--- config.mk ---
export PLATFORM = sky130hd
export DESIGN_NAME = mips_prog_loader
export DESIGN_NICKNAME = d
export VERILOG_FILES = /design/src/rtl/mips_prog_loader.sv
export SDC_FILE = /design/constraint.sdc
export NUM_CORES = 1
export LEC_CHECK = 0
export CELL_PAD_IN_SITES_DETAIL_PLACEMENT = 0
export CELL_PAD_IN_SITES_GLOBAL_PLACEMENT = 1
export CORE_MARGIN = 2
export CORE_UTILIZATION = 40
export DETAILED_ROUTE_END_ITERATION = 10
export MAX_ROUTING_LAYER = met4
export PLACE_DENSITY_LB_ADDON = 0.1
export SYNTH_ARGS = -nofsm -noshare
export SYNTH_HDL_FRONTEND = slang
export SYNTH_SLANG_ARGS = --single-unit
--- constraint.sdc ---
create_clock -name clk1 -period 3.03 [get_ports clk1]
set_input_delay 0.4545 -clock clk1 [delete_from_list [all_inputs] [get_ports clk1]]
set_output_delay 0.4545 -clock clk1 [all_outputs]
set_load 0.1 [all_outputs]
--- src/rtl/mips_prog_loader.sv ---
// Boot-time program loader for pipelined_mips_32.
// Takes a byte stream over valid/ready and assembles big-endian words. A frame
// is a header word, then N payload words written into core memory, then an XOR
// checksum word. The core stays halted with pc at 0 until the frame loads cleanly.
//
// state | meaning
// ------+-------------------------------------------------------------
// IDLE  | post-reset cycle, moves to HDR unconditionally
// HDR   | collecting header word: [31:16] base address, [15:0] count
// DATA  | collecting payload words, one memory write per word
// CSUM  | collecting checksum word, compared against XOR accumulator
// DONE  | load succeeded, core released, waits for load_req
// ERR   | range or checksum failure, core held, waits for load_req

module mips_prog_loader #(
    parameter int ADDR_W = 10
) (
    input  logic              clk1,
    input  logic              rst_n,
    input  logic [7:0]        in_data,
    input  logic              in_valid,
    output logic              in_ready,
    input  logic              load_req,
    output logic              mem_we,
    output logic [ADDR_W-1:0] mem_addr,
    output logic [31:0]       mem_wdata,
    output logic              cpu_hold,
    output logic              cpu_start,
    output logic              boot_done,
    output logic              boot_err
);

    typedef enum logic [2:0] {
        S_IDLE = 3'd0,
        S_HDR  = 3'd1,
        S_DATA = 3'd2,
        S_CSUM = 3'd3,
        S_DONE = 3'd4,
        S_ERR  = 3'd5
    } state_t;

    // One past the last legal word address; header ranges are checked in 17 bits
    // so that base + count cannot wrap.
    localparam logic [16:0] ADDR_LIMIT = 17'(2 ** ADDR_W);

    state_t            state_q, state_d;
    logic [1:0]        byte_cnt_q, byte_cnt_d;
    logic [23:0]       shift_q, shift_d;
    logic [15:0]       base_q, base_d;
    logic [15:0]       count_q, count_d;
    logic [15:0]       idx_q, idx_d;
    logic [31:0]       acc_q, acc_d;

    logic              in_ready_q, in_ready_d;
    logic              mem_we_q, mem_we_d;
    logic [ADDR_W-1:0] mem_addr_q, mem_addr_d;
    logic [31:0]       mem_wdata_q, mem_wdata_d;
    logic              cpu_hold_q, cpu_hold_d;
    logic              cpu_start_q, cpu_start_d;
    logic              boot_done_q, boot_done_d;
    logic              boot_err_q, boot_err_d;

    logic              accept;
    logic              word_done;
    logic [31:0]       word;
    logic [16:0]       hdr_end;
    logic [15:0]       idx_next;

    // Byte acceptance and word assembly from the three held bytes plus the current one.
    always_comb begin
        accept    = in_valid && in_ready_q;
        word_done = accept && (byte_cnt_q == 2'd3);
        word      = {shift_q, in_data};
        hdr_end   = {1'b0, word[31:16]} + {1'b0, word[15:0]};
        idx_next  = idx_q + 16'd1;
    end

    // Next-state and next-output logic for the loader FSM.
    always_comb begin
        state_d     = state_q;
        byte_cnt_d  = byte_cnt_q;
        shift_d     = shift_q;
        base_d      = base_q;
        count_d     = count_q;
        idx_d       = idx_q;
        acc_d       = acc_q;
        mem_we_d    = 1'b0;
        mem_addr_d  = mem_addr_q;
        mem_wdata_d = mem_wdata_q;
        cpu_hold_d  = cpu_hold_q;
        cpu_start_d = 1'b0;
        boot_done_d = boot_done_q;
        boot_err_d  = boot_err_q;

        // The 2-bit counter wraps 3 -> 0, which is exactly the word boundary reset.
        if (accept) begin
            shift_d    = {shift_q[15:0], in_data};
            byte_cnt_d = byte_cnt_q + 2'd1;
        end

        case (state_q)
            S_IDLE: begin
                state_d    = S_HDR;
                byte_cnt_d = 2'd0;
            end

            S_HDR: begin
                if (word_done) begin
                    base_d  = word[31:16];
                    count_d = word[15:0];
                    idx_d   = 16'd0;
                    acc_d   = 32'd0;
                    if (hdr_end > ADDR_LIMIT) begin
                        state_d    = S_ERR;
                        cpu_hold_d = 1'b1;
                        boot_err_d = 1'b1;
                    end else if (word[15:0] == 16'd0) begin
                        state_d = S_CSUM;
                    end else begin
                        state_d = S_DATA;
                    end
                end
            end

            S_DATA: begin
                if (word_done) begin
                    mem_we_d    = 1'b1;
                    mem_addr_d  = ADDR_W'(base_q + idx_q);
                    mem_wdata_d = word;
                    acc_d       = acc_q ^ word;
                    idx_d       = idx_next;
                    if (idx_next == count_q) begin
                        state_d = S_CSUM;
                    end
                end
            end

            S_CSUM: begin
                if (word_done) begin
                    if (word == acc_q) begin
                        state_d     = S_DONE;
                        cpu_hold_d  = 1'b0;
                        cpu_start_d = 1'b1;
                        boot_done_d = 1'b1;
                    end else begin
                        state_d    = S_ERR;
                        cpu_hold_d = 1'b1;
                        boot_err_d = 1'b1;
                    end
                end
            end

            S_DONE, S_ERR: begin
                if (load_req) begin
                    state_d     = S_HDR;
                    byte_cnt_d  = 2'd0;
                    cpu_hold_d  = 1'b1;
                    boot_done_d = 1'b0;
                    boot_err_d  = 1'b0;
                end
            end

            default: begin
                state_d    = S_IDLE;
                byte_cnt_d = 2'd0;
                cpu_hold_d = 1'b1;
            end
        endcase

        // Registered from the next state so in_ready lines up with the state register.
        in_ready_d = (state_d == S_HDR) || (state_d == S_DATA) || (state_d == S_CSUM);
    end

    // State and output registers; synchronous reset also drops any pending write.
    always_ff @(posedge clk1) begin
        if (!rst_n) begin
            state_q     <= S_IDLE;
            byte_cnt_q  <= 2'd0;
            shift_q     <= 24'd0;
            base_q      <= 16'd0;
            count_q     <= 16'd0;
            idx_q       <= 16'd0;
            acc_q       <= 32'd0;
            in_ready_q  <= 1'b0;
            mem_we_q    <= 1'b0;
            mem_addr_q  <= '0;
            mem_wdata_q <= 32'd0;
            cpu_hold_q  <= 1'b1;
            cpu_start_q <= 1'b0;
            boot_done_q <= 1'b0;
            boot_err_q  <= 1'b0;
        end else begin
            state_q     <= state_d;
            byte_cnt_q  <= byte_cnt_d;
            shift_q     <= shift_d;
            base_q      <= base_d;
            count_q     <= count_d;
            idx_q       <= idx_d;
            acc_q       <= acc_d;
            in_ready_q  <= in_ready_d;
            mem_we_q    <= mem_we_d;
            mem_addr_q  <= mem_addr_d;
            mem_wdata_q <= mem_wdata_d;
            cpu_hold_q  <= cpu_hold_d;
            cpu_start_q <= cpu_start_d;
            boot_done_q <= boot_done_d;
            boot_err_q  <= boot_err_d;
        end
    end

    assign in_ready  = in_ready_q;
    assign mem_we    = mem_we_q;
    assign mem_addr  = mem_addr_q;
    assign mem_wdata = mem_wdata_q;
    assign cpu_hold  = cpu_hold_q;
    assign cpu_start = cpu_start_q;
    assign boot_done = boot_done_q;
    assign boot_err  = boot_err_q;

endmodule
# After elaboration in Yosys (flattened, before gate mapping)
# Cells that the tools add are included.
dict set report totals {
  regBits 151
  elab_cells 93
}
dict set report op_classes {
  addsub 4
  magnitude_cmp 1
  n_eq_ne 18
  muxes 33
  n_bitwise 2
  reduce_logical 20
}
# operator count
set op_table {}
lappend op_table {{32-bit 2-to-1 mux} 2}
lappend op_table {{32-bit one-hot mux with 2 select lines} 1}
lappend op_table {{32-bit equality test} 1}
lappend op_table {{16-bit 2-to-1 mux} 2}
lappend op_table {{16-bit one-hot mux with 2 select lines} 1}
lappend op_table {{32-bit bitwise XOR} 1}
lappend op_table {{3-bit 2-to-1 mux} 6}
lappend op_table {{16-bit by 16-bit adder with 17-bit output} 1}
lappend op_table {{17-bit by 11-bit > comparator with 1-bit output, second input constant} 1}
lappend op_table {{16-bit by 1-bit adder with 16-bit output, second input constant} 1}
lappend op_table {{16-bit equality test} 1}
lappend op_table {{16-bit logical NOT} 1}
lappend op_table {{3-bit one-hot mux with 5 select lines} 1}
lappend op_table {{1-bit 2-to-1 mux} 14}
lappend op_table {{2-bit != test, second input constant} 7}
lappend op_table {{3-bit by 2-bit equality test with 1-bit output, second input constant} 4}
lappend op_table {{10-bit adder} 1}
lappend op_table {{3-bit by 1-bit equality test with 1-bit output, second input constant} 2}
lappend op_table {{3-bit equality test, second input constant} 2}
lappend op_table {{2-bit AND reduction} 3}
lappend op_table {{3-bit AND reduction} 2}
lappend op_table {{6-bit AND reduction} 1}
lappend op_table {{5-bit AND reduction} 1}
lappend op_table {{2-bit 2-to-1 mux} 2}
lappend op_table {{other kinds (15)} 19}

# Depth between registers and ports, before layout
# Gate-level depths: netlist of run 1.
dict set report depth {
  depth_word 8
  depth_mapped 11
  mapped_depth_nobuf 11
}

# Worst setup path before layout of run 1
# No wires, ideal clock.
dict set report synth_path {
  path_type {input to register}
  from {input in_data[5]}
  to {register state_q[0]}
  setup_time_ns 0.132
  t_arrival_ns 2.783
  required_ns 2.898
  setup_slack_ns 0.115
  path_stages 9
  cell_sequence {ha_1 nand2_2 or4b_4 a211oi_2 a21o_1 mux2_1 or2_2 o311ai_2 o211ai_1}
}
dict set report synth_via {
  elab_chain_len 5
  word_cells_on_any_way 10
  cone_classes {add/sub (1); order compare (1); eq/ne (1); mux (6); reduce/logical (1)}
}
# item line
set synth_lines {}
lappend synth_lines {{from (decl)} 20} ;# input logic [7:0] in_data,
lappend synth_lines {{16-bit by 16-bit adder with 17-bit output or 16-bit logical NOT (tied branches)} {74, 117}}
lappend synth_lines {{17-bit by 11-bit > comparator with 1-bit output or 1-bit 2-to-1 mux (tied branches)} {113, 117}}
lappend synth_lines {{3-bit 2-to-1 mux} 113} ;# if (hdr_end > ADDR_LIMIT) begin
lappend synth_lines {{3-bit 2-to-1 mux} 108} ;# if (word_done) begin
lappend synth_lines {{3-bit one-hot mux with 5 select lines *} 101} ;# case (state_q)
lappend synth_lines {{to (signal assigned)} 193} ;# state_q <= state_d;
lappend synth_lines {{to (decl)} 46} ;# state_t state_q, state_d;
# Every way passes the cells marked *; elsewhere a longest branch is shown, timed or not.
# A chain may end at the register's enable or synchronous reset.

# Worst setup path after layout of run 1
dict set report layout_path {
  from {register shift_q[8]}
  to {register cpu_hold_q, in the netlist cpu_hold}
}
dict set report layout_via {
  elab_chain_len 4
  word_cells_on_any_way 8
  cone_classes {add/sub (1); order compare (1); eq/ne (2); mux (3); reduce/logical (1)}
}
# item line
set layout_lines {}
lappend layout_lines {{from (decl)} 48} ;# logic [23:0] shift_q, shift_d;
lappend layout_lines {{from (signal assigned)} 195} ;# shift_q <= shift_d;
lappend layout_lines {{16-bit by 16-bit adder with 17-bit output or 32-bit equality test (tied branches)} {74, 140}}
lappend layout_lines {{17-bit by 11-bit > comparator with 1-bit output or 1-bit 2-to-1 mux (tied branches)} {113, 140}}
lappend layout_lines {{2-bit != test (no line) or 1-bit 2-to-1 mux (tied branches)} --}
lappend layout_lines {{5-bit AND reduction (no line) or 1-bit one-hot mux with 4 select lines (tied branches)} --}
lappend layout_lines {{to (signal assigned)} 204} ;# cpu_hold_q <= cpu_hold_d;
lappend layout_lines {{to (decl)} 58} ;# logic cpu_hold_q, cpu_hold_d;
# Parallel ways exist; a longest one is shown, timed or not. The select of a mux whose other input is x is not followed.

==> results.cfg, run 1 <==
[status]
status = finished clean

[global_routing]
track_usage = 0.246
grt_pass1_wl_mm = 38.3
grt_max_degree = 69
grt_pass1_vias = 6743
antenna_found_initial = 0
grt.overflow.total = 0

[synthesis]
yosys.cell_types.count = 75
synthesis.nets = 1065
synth_edf_count = 0
yosysTopAreaCell = dfxtp_1
synth_top_area_share = 0.383
synth.cell_area_um2 = 7900
synth_seq_cells = 151
syn_inst = 1024
synth.most_common_cell = nand2_1
synth_warnings = 0
ys_seq_area_frac = 0.383
avgSynthCellArea_um2 = 7.71
synth-async-reset-ratio = 0
synth-main-ff-cell = dfxtp_1
synthTopCellsByCount = nand2_1, dfxtp_1, a21oi_1
synth_area_leaders = dfxtp_1, nand2_1, a21oi_1, xnor2_1, o21ai_0

[place]
place_area_um2 = 9090
place.gp.congestion = 0.908
post-dp-hpwl_mm = 17.1
post-place-ws_ns = -0.547
port_buffers = 59

[power]
powerDensity_nw_per_um2 = 458
static-leakage-power_nw = 3.71
p_total_mw = 4.50
ir_drop_uv = 429

[floorplan]
die_h_um = 145
fp.coreArea_um2 = 19400
io_pins = 60
dieArea_um2 = 20900
fp.dieW_um = 145
initial_core_util = 0.407
rows = 51

[worst_setup_path]
required_ns = 3.32
path_max_fanout = 5
crit_chain = ha_2 > fa_2 > a2111oi_0 > o2111ai_1 > a211oi_2 > a32oi_1 > or2_4 > nor3_4 > o311ai_2
crit_arrival_ns = 3.20
startpoint_type = flop
crit_buf_inv = 0
crit_start = shift_q[8]
crit_type = reg -> reg
r2r_start = shift_q[8]
cpMaxStageDelayCell = fa_2
crit_family = compound AO/OA/AOI/OAI gates
endpoint_kind = flop
cpPeakStageDelay_ns = 0.43

[worst_hold_path]
hp-class = reg -> reg
holdCritStartpoint = boot_done

[final_layout]
area_growth_pct = 24.6
fill_cells = 1993
drive_above_1_share = 0.176
fin_area_um2 = 9840
diodes = 0
nets = 1164

[route]
wl_mm = 24.1
dr.pass1.iters = 5
ant_nets = 0
route.vias.total = 7402
initialDrtViolationCount = 394
routedWlPerCell_um = 17.2
drc = 0
vias_per_cell = 5.28

[clock_tree]
clock_path_buffers = 2
cts-htree-levels = 4
cts_buffers = 17
clock_latency_ns = 0.43
clk_pin_slew_ns = 0.07
cts_tree = built
cts_hold_buf = 0
cts_root_buffer = clkbuf_16
numClockSinks = 151

[timing]
drv_slew = 0
postLayoutSetupSlackWorst_ns = 0.123
hold_viol_final = 0
finalCriticalPeriod_ns = 2.91
skew_ns = 0.00986
slew_headroom = 0.322
tightest_slew_ns = 1.01
rsz0062_at_grt = no
setup_viol = 0
max_freq_mhz = 344
fin_crit_sh = 0.959

[run]
maxCapViolCount = 0
[cell families after synthesis]
| group | synth area share |
|---|---|
| compound gates | 0.206 |
| simple gates | 0.245 |
| fa+ha+maj | 0.0478 |
| mux | 0.00792 |
| flops | 0.383 |
| xor+xnor | 0.0699 |
| buf+inv | 0.0409 |
[layer usage]
metal  GRT usage  wire (um)  up-vias
li1            -          -     3735
met1       0.348      12000     3481
met2       0.365      10600      154
met3      0.0358       1050       32
met4      0.0720        452        0
met5           -          0        -
[sequential cells by signal (all words and copies together) (netlist names)]
signal,cells
acc_q,32
base_q,10
boot_done,1
boot_err,1
byte_cnt_q,2
count_q,16
cpu_hold,1
cpu_start,1
idx_q,16
in_ready,1
mem_addr,10
mem_wdata,32
mem_we,1
shift_q,24
state_q,3
[timing repair]
item | 4_1_cts | 5_1_grt
setup endpoints to repair | 6 | 6
pin swaps | 4 | 10
setup buffers | 1 | 0
gates resized for setup | 8 | 17
[final timing paths]
kind / to / slack (ns) / cells after the start
worst max register to register: cpu_hold / 0.12 / 9
worst min register to register: boot_done / 0.45 / 2
worst max-delay path: cpu_hold / 0.12 / 9
worst min-delay path: boot_done / 0.45 / 2
[worst register-to-register path: stages, from the launching register on]
cell,delay [ns]
dfxtp_1,0.40
ha_2,0.26
fa_2,0.44
a2111oi_0,0.41
o2111ai_1,0.19
a211oi_2,0.25
a32oi_1,0.14
or2_4,0.27
nor3_4,0.30
o311ai_2,0.11
[power breakdown]
part / internal (mW) / switching [mW] / total, mW
Sequential: 2.00 / 0.0127 / 2.01
Clock: 1.30 / 0.904 / 2.21
Combinational: 0.113 / 0.174 / 0.287
[per-stage QoR]
stage,hold WS (ns),setup TNS [ns],instances,util
final,0.449,0,1401,0.507
after global routing,0.474,0,1401,0.507
after CTS,0.453,0,1401,0.502
after detailed placement,0.443,-3.09,1368,0.469
after global placement,0.435,-2.88,1368,0.469
after floorplan,0.438,0,1024,-
[layout make-up]
class,count,area [um2],share of cell area
Multi-Input combinational cell,799,4680,0.476
Timing Repair Buffer,140,1150,0.116
Clock inverter,13,170,0.0173
Clock buffer,19,433,0.0440
Inverter,14,53.8,0.00547
Sequential cell,151,3020,0.307
Tap cell,265,332,0.0337
[cell usage in the layout (no fill, tap or decap), types with 7 or more instances in the layout]
cell type / Yosys / layout
dlymetal6s2s_1: 0 / 7
nor4_1: 10 / 9
nand4_1: 14 / 14
dfxtp_1: 151 / 151
xor2_1: 14 / 14
clkbuf_16: 0 / 17
nand2_1: 257 / 257
nand3_1: 21 / 20
inv_1: 14 / 13
ha_1: 27 / 20
a21o_1: 7 / 7
or3_1: 10 / 9
nor3_1: 12 / 12
and2_1: 34 / 34
xnor2_1: 49 / 49
a21oi_1: 116 / 115
o21ai_0: 85 / 84
nor2_1: 40 / 40
buf_4: 1 / 125
Note: power is estimated with default switching activity, not from simulation.
==> run 2, diff against run 1 <==
Settings changed: CORE_UTILIZATION 40 to 35, GPL_TIMING_DRIVEN set to 0.
==> run 2 against run 1 <==
  * Worst hold slack worse by 0.036 ns
  * Critical endpoint is now state_q[0]
  * Largest cell class unchanged
  * Count of clock-buffer cells in the layout is 2 lower
  * Highest routed layer unchanged
  * Wire length is 6.0% higher
  * Core utilization is 6.7 points lower
==> results.cfg, run 2 (synthesized netlist as in run 1, its figures left out) <==
[worst_hold_path]
hp-class = in -> reg
min_delay_path_depth = 3

[final_layout]
fin_area_um2 = 9660
layout_commonest_cell = nand2_1
final_core_util = 0.440
drive_above_1_share = 0.0987
multi_input_area_um2 = 4720
nets = 1153
area_growth_pct = 22.3
fill_cells = 2252
final_cell_mix = nand2_1, dfxtp_1, a21oi_1
diodes = 0
fin_cells = 1405
seqCellArea_um2 = 3050

[floorplan]
fp.coreArea_um2 = 22000
initial_core_util = 0.360
io_pins = 60
rows = 54
fp.dieW_um = 154
dieArea_um2 = 23800
die_h_um = 154

[worst_setup_path]
startpoint_type = flop
crit_chain = ha_4 > o21ai_2 > or4b_4 > a211oi_4 > a21o_1 > mux2_4 > or2_4 > o311ai_4 > o211ai_1
required_ns = 3.33
endpoint_kind = flop
cpMaxStageDelayCell = or4b_4
crit_type = reg -> reg
cpPeakStageDelay_ns = 0.59
crit_arrival_ns = 3.19
path_max_fanout = 5
ff2ff_path_depth = 9

[timing]
fin_crit_sh = 0.955
finalCriticalPeriod_ns = 2.89
skew_ns = 0.00812
setup_viol = 0
drv_slew = 0
max_freq_mhz = 346
setup_tns_ns = 0
slew_headroom = 0.345
rsz0062_at_grt = no
hold_viol_final = 0
tightest_slew_ns = 0.979

[power]
static-leakage-power_nw = 3.31
powerDensity_nw_per_um2 = 451
ir_drop_uv = 320
p_total_mw = 4.36

[clock_tree]
clock_latency_ns = 0.43
numClockSinks = 151
cts_tree = built
cts_buffers = 17
clk_pin_slew_ns = 0.06
cts-htree-levels = 4
cts_root_buffer = clkbuf_16
clock_path_buffers = 2

[route]
wl_mm = 25.6
ant_nets = 0
route.vias.total = 7328
vias_per_cell = 5.22
initialDrtViolationCount = 542
drc = 0
dr.pass1.iters = 5
routedWlPerCell_um = 18.2

[place]
dpl.cell_count = 1364
place.gp.congestion = 0.831
post-dp-hpwl_mm = 18.7
place_area_um2 = 8850
port_buffers = 59

[global_routing]
grt.overflow.total = 0
track_usage = 0.224
antenna_found_initial = 0
grt_use_met2 = 0.329
grtUsageMet3 = 0.0339
grt_max_degree = 17
gr-max-usage-layer = met2
grt_pass1_wl_mm = 39.5
met1_usage = 0.319
grt_pass1_vias = 6837

[status]
status = finished clean

[run]
maxCapViolCount = 0
[run 2: through the flow]
step           setup WS, ns  hold slack (ns)
6_report              0.137            0.413
5_1_grt             0.00306            0.423
4_1_cts             0.00263            0.418
3_5_place_dp          -1.07            0.444
3_3_place_gp          -1.06            0.432
2_1_floorplan         0.115            0.438
[run 2: layer usage]
layer / share of wire / wire (um)
met4: 0.018 / 469
met3: 0.044 / 1130
met2: 0.43 / 11100
met5: 0 / 0
met1: 0.50 / 12900
[run 2: final timing paths]
kind	end	slack, ns	start
max	state_q[0]	0.14	shift_q[11]
min	count_q[2]	0.41	in_data[2]
min reg2reg	boot_done	0.45	boot_done
max reg2reg	state_q[0]	0.14	shift_q[11]
[run 2: area by class of cell]
class	instances	area share
Buffer	60	0.0287
Clock buffer	17	0.0440
Clock inverter	15	0.0148
Inverter	14	0.00544
Multi-Input combinational cell	799	0.489
Sequential cell	151	0.316
Tap cell	280	0.0363
Timing Repair Buffer	69	0.0664
[run 2: repair_timing]
item                                    in CTS  in global routing
setup buffers                                0                  9
hold buffers                                 0                  0
resized for setup                           43                 39
pin swaps                                    4                 15
hold endpoints to repair                     0                  0
endpoints found under the setup margin       6                 46
[run 2: power by group]
part / switching, mW / internal [mW]
clock: 0.927 / 1.15
combinational: 0.182 / 0.0964
sequential: 0.0148 / 1.99
total: 1.12 / 3.23
[run 2: worst max-delay path, delay by kind of cell (launching register included)]
kind	cells	cell delay [ns]
AOI/OAI and AO/OA	5	0.93
and+or+nand+nor	2	0.85
DFF	1	0.38
adders and majority gates	1	0.30
muxes	1	0.30
==> run 3, diff against run 2 <==
Settings changed: CORE_MARGIN 2 to 3.
==> run 3 against run 2 <==
  * Critical endpoint unchanged
  * Fmax decreased by 0.75%
  * Total power increased by 3.3%
  * Core utilization about the same
  * Sequential cell count unchanged
  * Die area grew 2.6%
  * Final cell count hardly changed
  * First-iteration DRC count is 8.3% lower
  * Via count up 0.93%
  * Sequential share of layout area shrank 0.078 points
==> results.cfg, run 3 (synthesized netlist as in run 1, its figures left out) <==
[worst_setup_path]
cpMaxStageDelayCell = dfxtp_4
crit_buf_inv = 1
crit_chain = ha_1 > buf_6 > and4_1 > a221o_1 > or3_1 > a221oi_2 > o2111ai_2 > o311ai_2 > o211ai_1
r2r_start = shift_q[16]
cpPeakStageDelay_ns = 0.38
crit_type = reg -> reg
startpoint_type = flop
crit_family = compound AO/OA/AOI/OAI gates
crit_arrival_ns = 3.22
path_max_fanout = 10
required_ns = 3.33
r2r-end = state_q[0]
ff2ff_path_depth = 9
r2r_slack_ns = 0.11
endpoint_kind = flop

[worst_hold_path]
hold_end = shift_q[1]
min_delay_path_depth = 3
holdCritStartpoint = in_data[1]
hp-class = in -> reg

[global_routing]
grt_max_degree = 17
grt.overflow.total = 0
track_usage = 0.222
grt_pass1_wl_mm = 40.3
antenna_found_initial = 0
grt_pass1_vias = 7005

[clock_tree]
cts-htree-levels = 4
clock_latency_ns = 0.43
cts_tree = built
numClockSinks = 151
cts_buffers = 17
cts_root_buffer = clkbuf_16
clk_pin_slew_ns = 0.07
clock_path_buffers = 2

[route]
wl_mm = 26.0
dr.pass1.iters = 5
route.vias.total = 7396
ant_nets = 0
initialDrtViolationCount = 497
routedWlPerCell_um = 18.5
vias_per_cell = 5.26
drc = 0

[timing]
setup_viol = 0
hold_viol_final = 0
tightest_slew_ns = 0.978
rsz0062_at_grt = no
fin_crit_sh = 0.962
slew_headroom = 0.346
drv_slew = 0
max_freq_mhz = 343
setup_tns_ns = 0
hold_slack_ns = 0.410
skew_ns = 0.00832
postLayoutSetupSlackWorst_ns = 0.115
finalCriticalPeriod_ns = 2.92

[final_layout]
area_growth_pct = 22.6
layout_commonest_cell = nand2_1
fin_area_um2 = 9680
fin_cells = 1406
drive_above_1_share = 0.0977
final_core_util = 0.440
final_cell_mix = nand2_1, dfxtp_1, a21oi_1
diodes = 0
nets = 1154

[place]
post-place-ws_ns = -1.08
port_buffers = 59
post-dp-hpwl_mm = 18.8
place.gp.congestion = 0.867
place_area_um2 = 8850
dpl.cell_count = 1364

[floorplan]
fp.coreArea_um2 = 22000
fp.dieW_um = 156
rows = 54
die_h_um = 156
dieArea_um2 = 24400
io_pins = 60
initial_core_util = 0.359

[status]
status = finished clean

[power]
powerDensity_nw_per_um2 = 465
static-leakage-power_nw = 3.35
p_total_mw = 4.50
ir_drop_uv = 411

[run]
maxCapViolCount = 0
run 3: cell count changes in the layout (fill, tap and decap cells not counted), sizes merged:
cell and change:
clkinvlp -3, bufinv +1, clkinv -1, clkdlybuf4s15 +1
inv +3
run 3: worst max-delay path by stage:
| stage | start | endpoint | slack (ns) | cells after the start |
|---|---|---|---|---|
| 2_1_floorplan | in_data[5] | state_q[0] | 0.11 | 9 |
| 3_3_place_gp | in_data[5] | state_q[0] | -1.10 | 10 |
| 3_5_place_dp | in_data[5] | state_q[0] | -1.08 | 10 |
| 4_1_cts | shift_q[16] | state_q[0] | 0.002 | 9 |
| 5_1_grt | in_data[3] | cpu_hold | 0.0003 | 10 |
| 6_report | shift_q[16] | state_q[0] | 0.11 | 9 |
run 3: per-layer routing:
layer	vias to the layer above	global-route usage	wire length, um
met5	-	-	0
met1	3484	0.320	13100
met3	21	0.0324	1200
met4	0	0.0575	374
met2	169	0.327	11400
li1	3722	-	-
run 3: area by class of cell:
type / count / area, um2
inverters: 14 / 52.6
plain buffers: 60 / 279
clock inverters: 15 / 178
clock buffers: 17 / 425
fillers: 2256 / 12300
flip-flops and latches: 151 / 3050
multi-input cells: 799 / 4690
well taps: 280 / 350
repair buffers: 70 / 656
run 3: timing repair:
action / in CTS / in global routing
endpoints found under the setup margin: 6 / 46
hold endpoints to repair: 0 / 0
pin swaps: 5 / 4
setup buffers: 2 / 8
resized for setup: 49 / 29
hold buffers: 0 / 0
run 3: power breakdown:
| group | total [mW] | switching [mW] | internal (mW) | leakage, nW |
|---|---|---|---|---|
| combinational | 0.272 | 0.181 | 0.0912 | 1.83 |
| clock | 2.23 | 0.978 | 1.25 | 0.294 |
| sequential | 2.00 | 0.0142 | 1.99 | 1.22 |
| total | 4.50 | 1.17 | 3.33 | 3.35 |
run 3: worst min-delay path, delay by kind of cell:
| family | cells | cell delay (ns) |
|---|---|---|
| buf+inv | 1 | 0.19 |
| simple gates | 1 | 0.09 |
| compound gates | 1 | 0.05 |
